<file path="src/rtl/irq_ctrl.sv">
// Interrupt controller: up to 16 sources with per-source edge/level trigger modes,
// pending/enable bits on the 8-bit CSR bus and one registered aggregated irq line.
module irq_ctrl #(
   parameter logic [4:0]  BASE_ADDR = 5'h1c,
   parameter int unsigned NUM_INTS  = 8,
   parameter bit          SYNC      = 1'b1,
   parameter logic [15:0] DFL_IE    = 16'h0000,
   parameter logic [15:0] DFL_TYPE  = 16'hffff,
   parameter logic [15:0] DFL_POL   = 16'h0000
) (
   input  logic                clk,
   input  logic                rst_n,
   input  logic [4:0]          csr_a,
   input  logic [7:0]          csr_di,
   input  logic                csr_we,
   output logic [7:0]          csr_do,
   input  logic [NUM_INTS-1:0] ints,
   output logic                irq
);

   localparam int unsigned NUM_BANKS = (NUM_INTS > 8) ? 2 : 1;
   localparam logic [15:0] VALID     = 16'((32'h1 << NUM_INTS) - 32'h1);

   logic [15:0] ie_q, ie_d, ip_q, ip_d, type_q, type_d, pol_q, pol_d, both_q, both_d;
   logic [15:0] w1c, x, prev_q, rise, fall, edge_trig, lvl_trig, trig, trig_q;
   logic [1:0]  arm_cnt_q;
   logic        armed;
   logic        irq_q;

   generate
      if (SYNC) begin : g_sync
         logic [NUM_INTS-1:0] s1_q, s2_q;
         always_ff @(posedge clk or negedge rst_n) begin
            if (!rst_n) begin
               s1_q <= '0;
               s2_q <= '0;
            end else begin
               s1_q <= ints;
               s2_q <= s1_q;
            end
         end
         assign x = 16'(s2_q);
      end else begin : g_nosync
         assign x = 16'(ints);
      end
   endgenerate

   assign armed     = (arm_cnt_q == 2'd3);
   assign rise      = x & ~prev_q;
   assign fall      = ~x & prev_q;
   assign edge_trig = (both_q & (rise | fall)) | (~both_q & ((pol_q & rise) | (~pol_q & fall)));
   assign lvl_trig  = ~(x ^ pol_q);
   assign trig      = ((type_q & edge_trig & {16{armed}}) | (~type_q & lvl_trig)) & VALID;

   // Register addresses wrap modulo 32, so high banks may alias down to low addresses.
   always_comb begin
      ie_d   = ie_q;
      type_d = type_q;
      pol_d  = pol_q;
      both_d = both_q;
      w1c    = '0;
      csr_do = 8'h00;
      for (int b = 0; b < int'(NUM_BANKS); b++) begin
         for (int o = 0; o < 5; o++) begin
            if (csr_a == 5'(int'(BASE_ADDR) + 5 * b + o)) begin
               case (o)
                  0: begin
                     csr_do = ie_q[8*b +: 8];
                     if (csr_we) ie_d[8*b +: 8] = csr_di;
                  end
                  1: begin
                     csr_do = ip_q[8*b +: 8];
                     if (csr_we) w1c[8*b +: 8] = csr_di;
                  end
                  2: begin
                     csr_do = type_q[8*b +: 8];
                     if (csr_we) type_d[8*b +: 8] = csr_di;
                  end
                  3: begin
                     csr_do = pol_q[8*b +: 8];
                     if (csr_we) pol_d[8*b +: 8] = csr_di;
                  end
                  default: begin
                     csr_do = both_q[8*b +: 8];
                     if (csr_we) both_d[8*b +: 8] = csr_di;
                  end
               endcase
            end
         end
      end
      ie_d   = ie_d & VALID;
      type_d = type_d & VALID;
      pol_d  = pol_d & VALID;
      both_d = both_d & VALID;
      // Set wins over a simultaneous write-1-to-clear.
      ip_d   = ((ip_q & ~w1c) | trig_q) & VALID;
   end

   always_ff @(posedge clk or negedge rst_n) begin
      if (!rst_n) begin
         ie_q      <= DFL_IE & VALID;
         type_q    <= DFL_TYPE & VALID;
         pol_q     <= DFL_POL & VALID;
         both_q    <= '0;
         ip_q      <= '0;
         prev_q    <= '0;
         trig_q    <= '0;
         arm_cnt_q <= 2'd0;
         irq_q     <= 1'b0;
      end else begin
         ie_q      <= ie_d;
         type_q    <= type_d;
         pol_q     <= pol_d;
         both_q    <= both_d;
         ip_q      <= ip_d;
         prev_q    <= x;
         trig_q    <= trig;
         if (!armed) arm_cnt_q <= arm_cnt_q + 2'd1;
         irq_q     <= |(ip_q & ie_q);
      end
   end

   assign irq = irq_q;

endmodule

</file>
<file path="config.mk">
export PLATFORM = sky130hd
export DESIGN_NAME = irq_ctrl
export DESIGN_NICKNAME = d
export VERILOG_FILES = /design/src/rtl/irq_ctrl.sv
export SDC_FILE = /design/constraint.sdc
export NUM_CORES = 1
export LEC_CHECK = 0
export ABC_CLOCK_PERIOD_IN_PS = 1900
export BUFFER_PORTS_ARGS = -buffer_cell sky130_fd_sc_hd__buf_4
export CAP_MARGIN = 20
export CORE_MARGIN = 3
export CORE_UTILIZATION = 58
export DETAILED_ROUTE_END_ITERATION = 10
export PLACE_DENSITY = 0.78
export RECOVER_POWER = 50
export SLEW_MARGIN = 20
export SYNTH_ARGS = -nofsm -noshare
export SYNTH_HDL_FRONTEND = slang
export SYNTH_SLANG_ARGS = --single-unit
</file>
<file path="constraint.sdc">
create_clock -name clk -period 1.9 [get_ports clk]
set_input_delay 0.285 -clock clk [delete_from_list [all_inputs] [get_ports clk]]
set_output_delay 0.285 -clock clk [all_outputs]
set_load 0.02 [all_outputs]
</file>
* Word-level counts from Yosys, hierarchy flattened *
Cells that the tools add are included.

storage, ports and cells
  bits in registers = 75
  input bits = 24
  output and inout port bits = 9

operators by class
  add/subtract/negate cells = 1
  equal/unequal tests = 5
  multiplexer cells = 7
  bitwise gates (word level) = 24
  reduce and logical (&&, ||, !) cells = 6

operators with widths
  operator             count
  $and 8x8->8          11
  $mux 8               7
  $not 8->8            7
  $or 8x8->8           5
  $eq 5x5->1 const B   4
  $reduce_or 16->1     1
  $reduce_and 2->1     4
  $xor 8x8->8          1
  $logic_not 5->1      1
  $add 2x1->2 const B  1
  $eq 2x2->1 const B   1

* Longest topological paths before layout *
  word-level depth = 9
  mapped depth = 6

* Worst setup path before layout *
OpenSTA, ideal clock, no wires.

  path kind = input to output
  start point = input csr_a[4]
  end point = output csr_do[0]
  arrival = 1.430 ns
  required time = 1.615 ns
  setup slack = 0.185 ns
  stages = 3
  cell sequence = or4_1 nor2_1 a22o_1

between the ends
  cells in the longest elaborated chain, start to end = 6

RTL lines
  what                 RTL line  RTL
  from (decl)          13        input logic [4:0] csr_a,
  $eq 5x5->1           65        if (csr_a == 5'(int'(BASE_ADDR) + 5 * b + o)) begin
  $mux 8 (4 in a row)  65
  $mux 8 (*)           65
  to (decl)            16        output logic [7:0] csr_do,

Mark *: on every way between the ends. The rest lies on a longest branch, timed or not.

* Worst setup path after layout *
  start point = input csr_a[4]
  end point = output csr_do[7]

Same word-level chain as after synthesis.

==> impl_metrics.yaml <==
drt:
  via_per_inst: 5.795
  vias: 2266
  drtPass1Iterations: 4
  drc_errors: 0
  routed_wl_mm: 6.981
  avgRoutedWirePerCell_um: 17.85
  drt_iter0_markers: 117
  ant_nets: 0
floorplanning:
  die_w_um: 82.83
  rows: 27
  io_pins: 33
  die-area_um2: 6860
  die_h_um: 82.83
  start_util: 0.6104
  coreArea_um2: 5608
hold_path:
  hp-class: "primary input to flip-flop"
  hold_end: "g_sync.s1_q[1]$_DFF_PN0_"
  hold_depth: 1
  hp-start: "ints[1]"
sta:
  timing.setup.tns_ns: 0
  rsz0062_at_grt: "false"
  hold_viol_final: 0
  fmax_mhz: 543.8
  finalClockSkew_ns: 0.01029
  post-route-period-util: 0.9679
  period_needed_ns: 1.839
  final-setup-viol-count: 0
  slew_viol_final: 0
  worstMarginPinSlew_ns: 0.8481
  timing.final.ws_setup_ns: 0.06093
  holdWs_ns: 0.04739
  slew_headroom: 0.4346
worst_setup_path:
  crit_type: "primary input to output pin"
  required_ns: 1.62
  cp_top_family: "simple AND/OR/NAND/NOR gates"
  crit_arrival_ns: 1.55
  r2r-start: "g_sync.s2_q[3]$_DFF_PN0_"
  r2r-end: "trig_q[3]$_DFF_PN0_"
  crit_buf_inv: 3
  end_kind: "output pin"
  crit_chain: "buf_4 > or4_1 > nor2_2 > buf_4 > a22o_1 > buf_4"
  cp-start-kind: "primary input"
  ff2ff_path_depth: 5
  slowest_delay_ns: 0.54
  critical_path.slowest_cell: "or4_1"
  r2r_slack_ns: 0.57
  crit_fanout: 5
  cpMostUsedCell: "buf_4"
synthesis:
  ys_types: 32
  syn_nets: 305
  syn-cell-area_um2: 3423
  ys_ff_latch: 75
  synth_area_leaders: "dfrtp_1 49%, mux2_2 11%, ha_1 6.2%"
  yosysSeqAreaShare: 0.5512
  synth_top_area_frac: 0.4898
  synth_cells: 264
  avgSynthCellArea_um2: 12.97
  synth_area_leader_cell: "dfrtp_1"
  yosys_warnings: 0
cells_and_area:
  final_layout_size_suffix_gt1_frac: 0.3574
  layout_commonest_cell: "dfrtp_1"
  nets: 355
  area_growth_pct: 18.49
  final_cell_mix: "67 x dfrtp_1, 35 x buf_4, 33 x mux2_2"
  final_util: 0.7233
  antennaDiodeCount: 0
clock_network:
  cts_buffer_depth: 2
  cts_buffers: 9
  post_cts_buffers: 0
  clk_pin_slew_ns: 0.09
  htreeDepth: 3
  cts_root_buf: "clkbuf_8"
  cts_tree: "done"
  clock_latency_ns: 0.36
  clock_sinks: 75
status:
  outcome: "finished clean"
pwr:
  vdd_drop_max_uv: 891.2
  p_total_mw: 3.802
  p_leak_nw: 1.870
  powerDensity_nw_per_um2: 937.3
grt:
  grt_remaining_overflow: 0
  grt_pass1_wl_mm: 12.00
  grt_usage: 0.2244
  grt_max_degree: 43
  grt_pass1_vias: 2402
  antenna_found_initial: 0
place:
  routabilityCongestion: 0.8225
  dpl_worst_slack_ns: 0.02765
  io_buffers: 32
  hpwlAfterDp_mm: 4.765
flow_run:
  maxCapViolations: 0
## how the worst max path moves through the flow
stage / start / to / slack (ns) / cells after the start
after floorplan: csr_a[4] / csr_do[0] / 0.19 / 3
after global placement: csr_a[4] / csr_do[3] / 0.07 / 6
after detailed placement: csr_a[4] / csr_do[7] / 0.03 / 6
after CTS: csr_a[4] / csr_do[7] / 0.03 / 6
after global routing: csr_a[4] / csr_do[7] / 0.005 / 6
final: csr_a[4] / csr_do[7] / 0.06 / 6
## cells by family after synthesis
family / count (synthesis) / synth area share
buffers and inverters: 25 / 0.03034
and+or+nand+nor: 45 / 0.07274
AOI/OAI and AO/OA: 44 / 0.09357
adders and majority gates: 17 / 0.06213
muxes: 49 / 0.1670
DFF: 75 / 0.5512
xor gates and xnor gates: 9 / 0.02303
## flip-flops by register name, indices dropped and copies added, names as in the netlist, 8 cells and up
| signal | flops |
|---|---|
| pol_q | 8 |
| type_q | 8 |
| ie_q | 8 |
| g_sync.s1_q | 8 |
| g_sync.s2_q | 8 |
| prev_q | 8 |
| ip_q | 8 |
| both_q | 8 |
| trig_q | 8 |
## report_power, final
part           switching (mW)  total (mW)  internal, mW  leakage, nW
Sequential              0.181        2.03          1.84        0.863
Clock                   0.620        1.26         0.639       0.0905
Combinational           0.213       0.517         0.304        0.916
## synth_stat cells, drive strengths merged
library cell	n
nand2b	1
nand2	8
a21o	8
o22ai	8
o2111ai	8
xnor2	1
mux2i	8
a22o	8
xor2	8
nand3b	8
nand4	2
a22oi	4
nand4b	1
buf	4
o21ai	8
mux2	41
and2	2
ha	17
and4	1
clkbuf	5
or2	1
nand3	8
nor2	11
dfstp	8
dfrtp	67
and4b	1
or4	1
inv	16
## layout make-up
type | count | area, um^2
clock inverter | 6 | 65.06
multi-input combinational | 164 | 1435
timing repair buffer | 48 | 381.6
tap | 72 | 90.09
sequential | 75 | 1887
fill | 405 | 1551
inverter | 16 | 60.06
clock buffer | 10 | 137.6
## what timing repair did
action / in CTS / in global routing
resized for setup: 0 / 1
hold buffers: 1 / 0
setup endpoints to repair: 0 / 1
endpoints found under the hold margin: 29 / 0
## per-stage QoR
step / area [um^2] / cells
detailed placement: 3847 / 374
finish: 4056 / 391
CTS: 4060 / 391
global placement: 3847 / 374
floorplan: 3423 / 264
global route: 4056 / 391
## routing by layer
layer	share of wire	wire, um	vias to the layer above	global-route usage
li1	-	-	1055	-
met1	0.44	3073	1148	0.3002
met2	0.50	3491	50	0.3593
met3	0.043	303	13	0.03571
met4	0.016	111	0	0.1070
met5	0	0	-	0
Note: power is estimated with default switching activity, not from simulation.
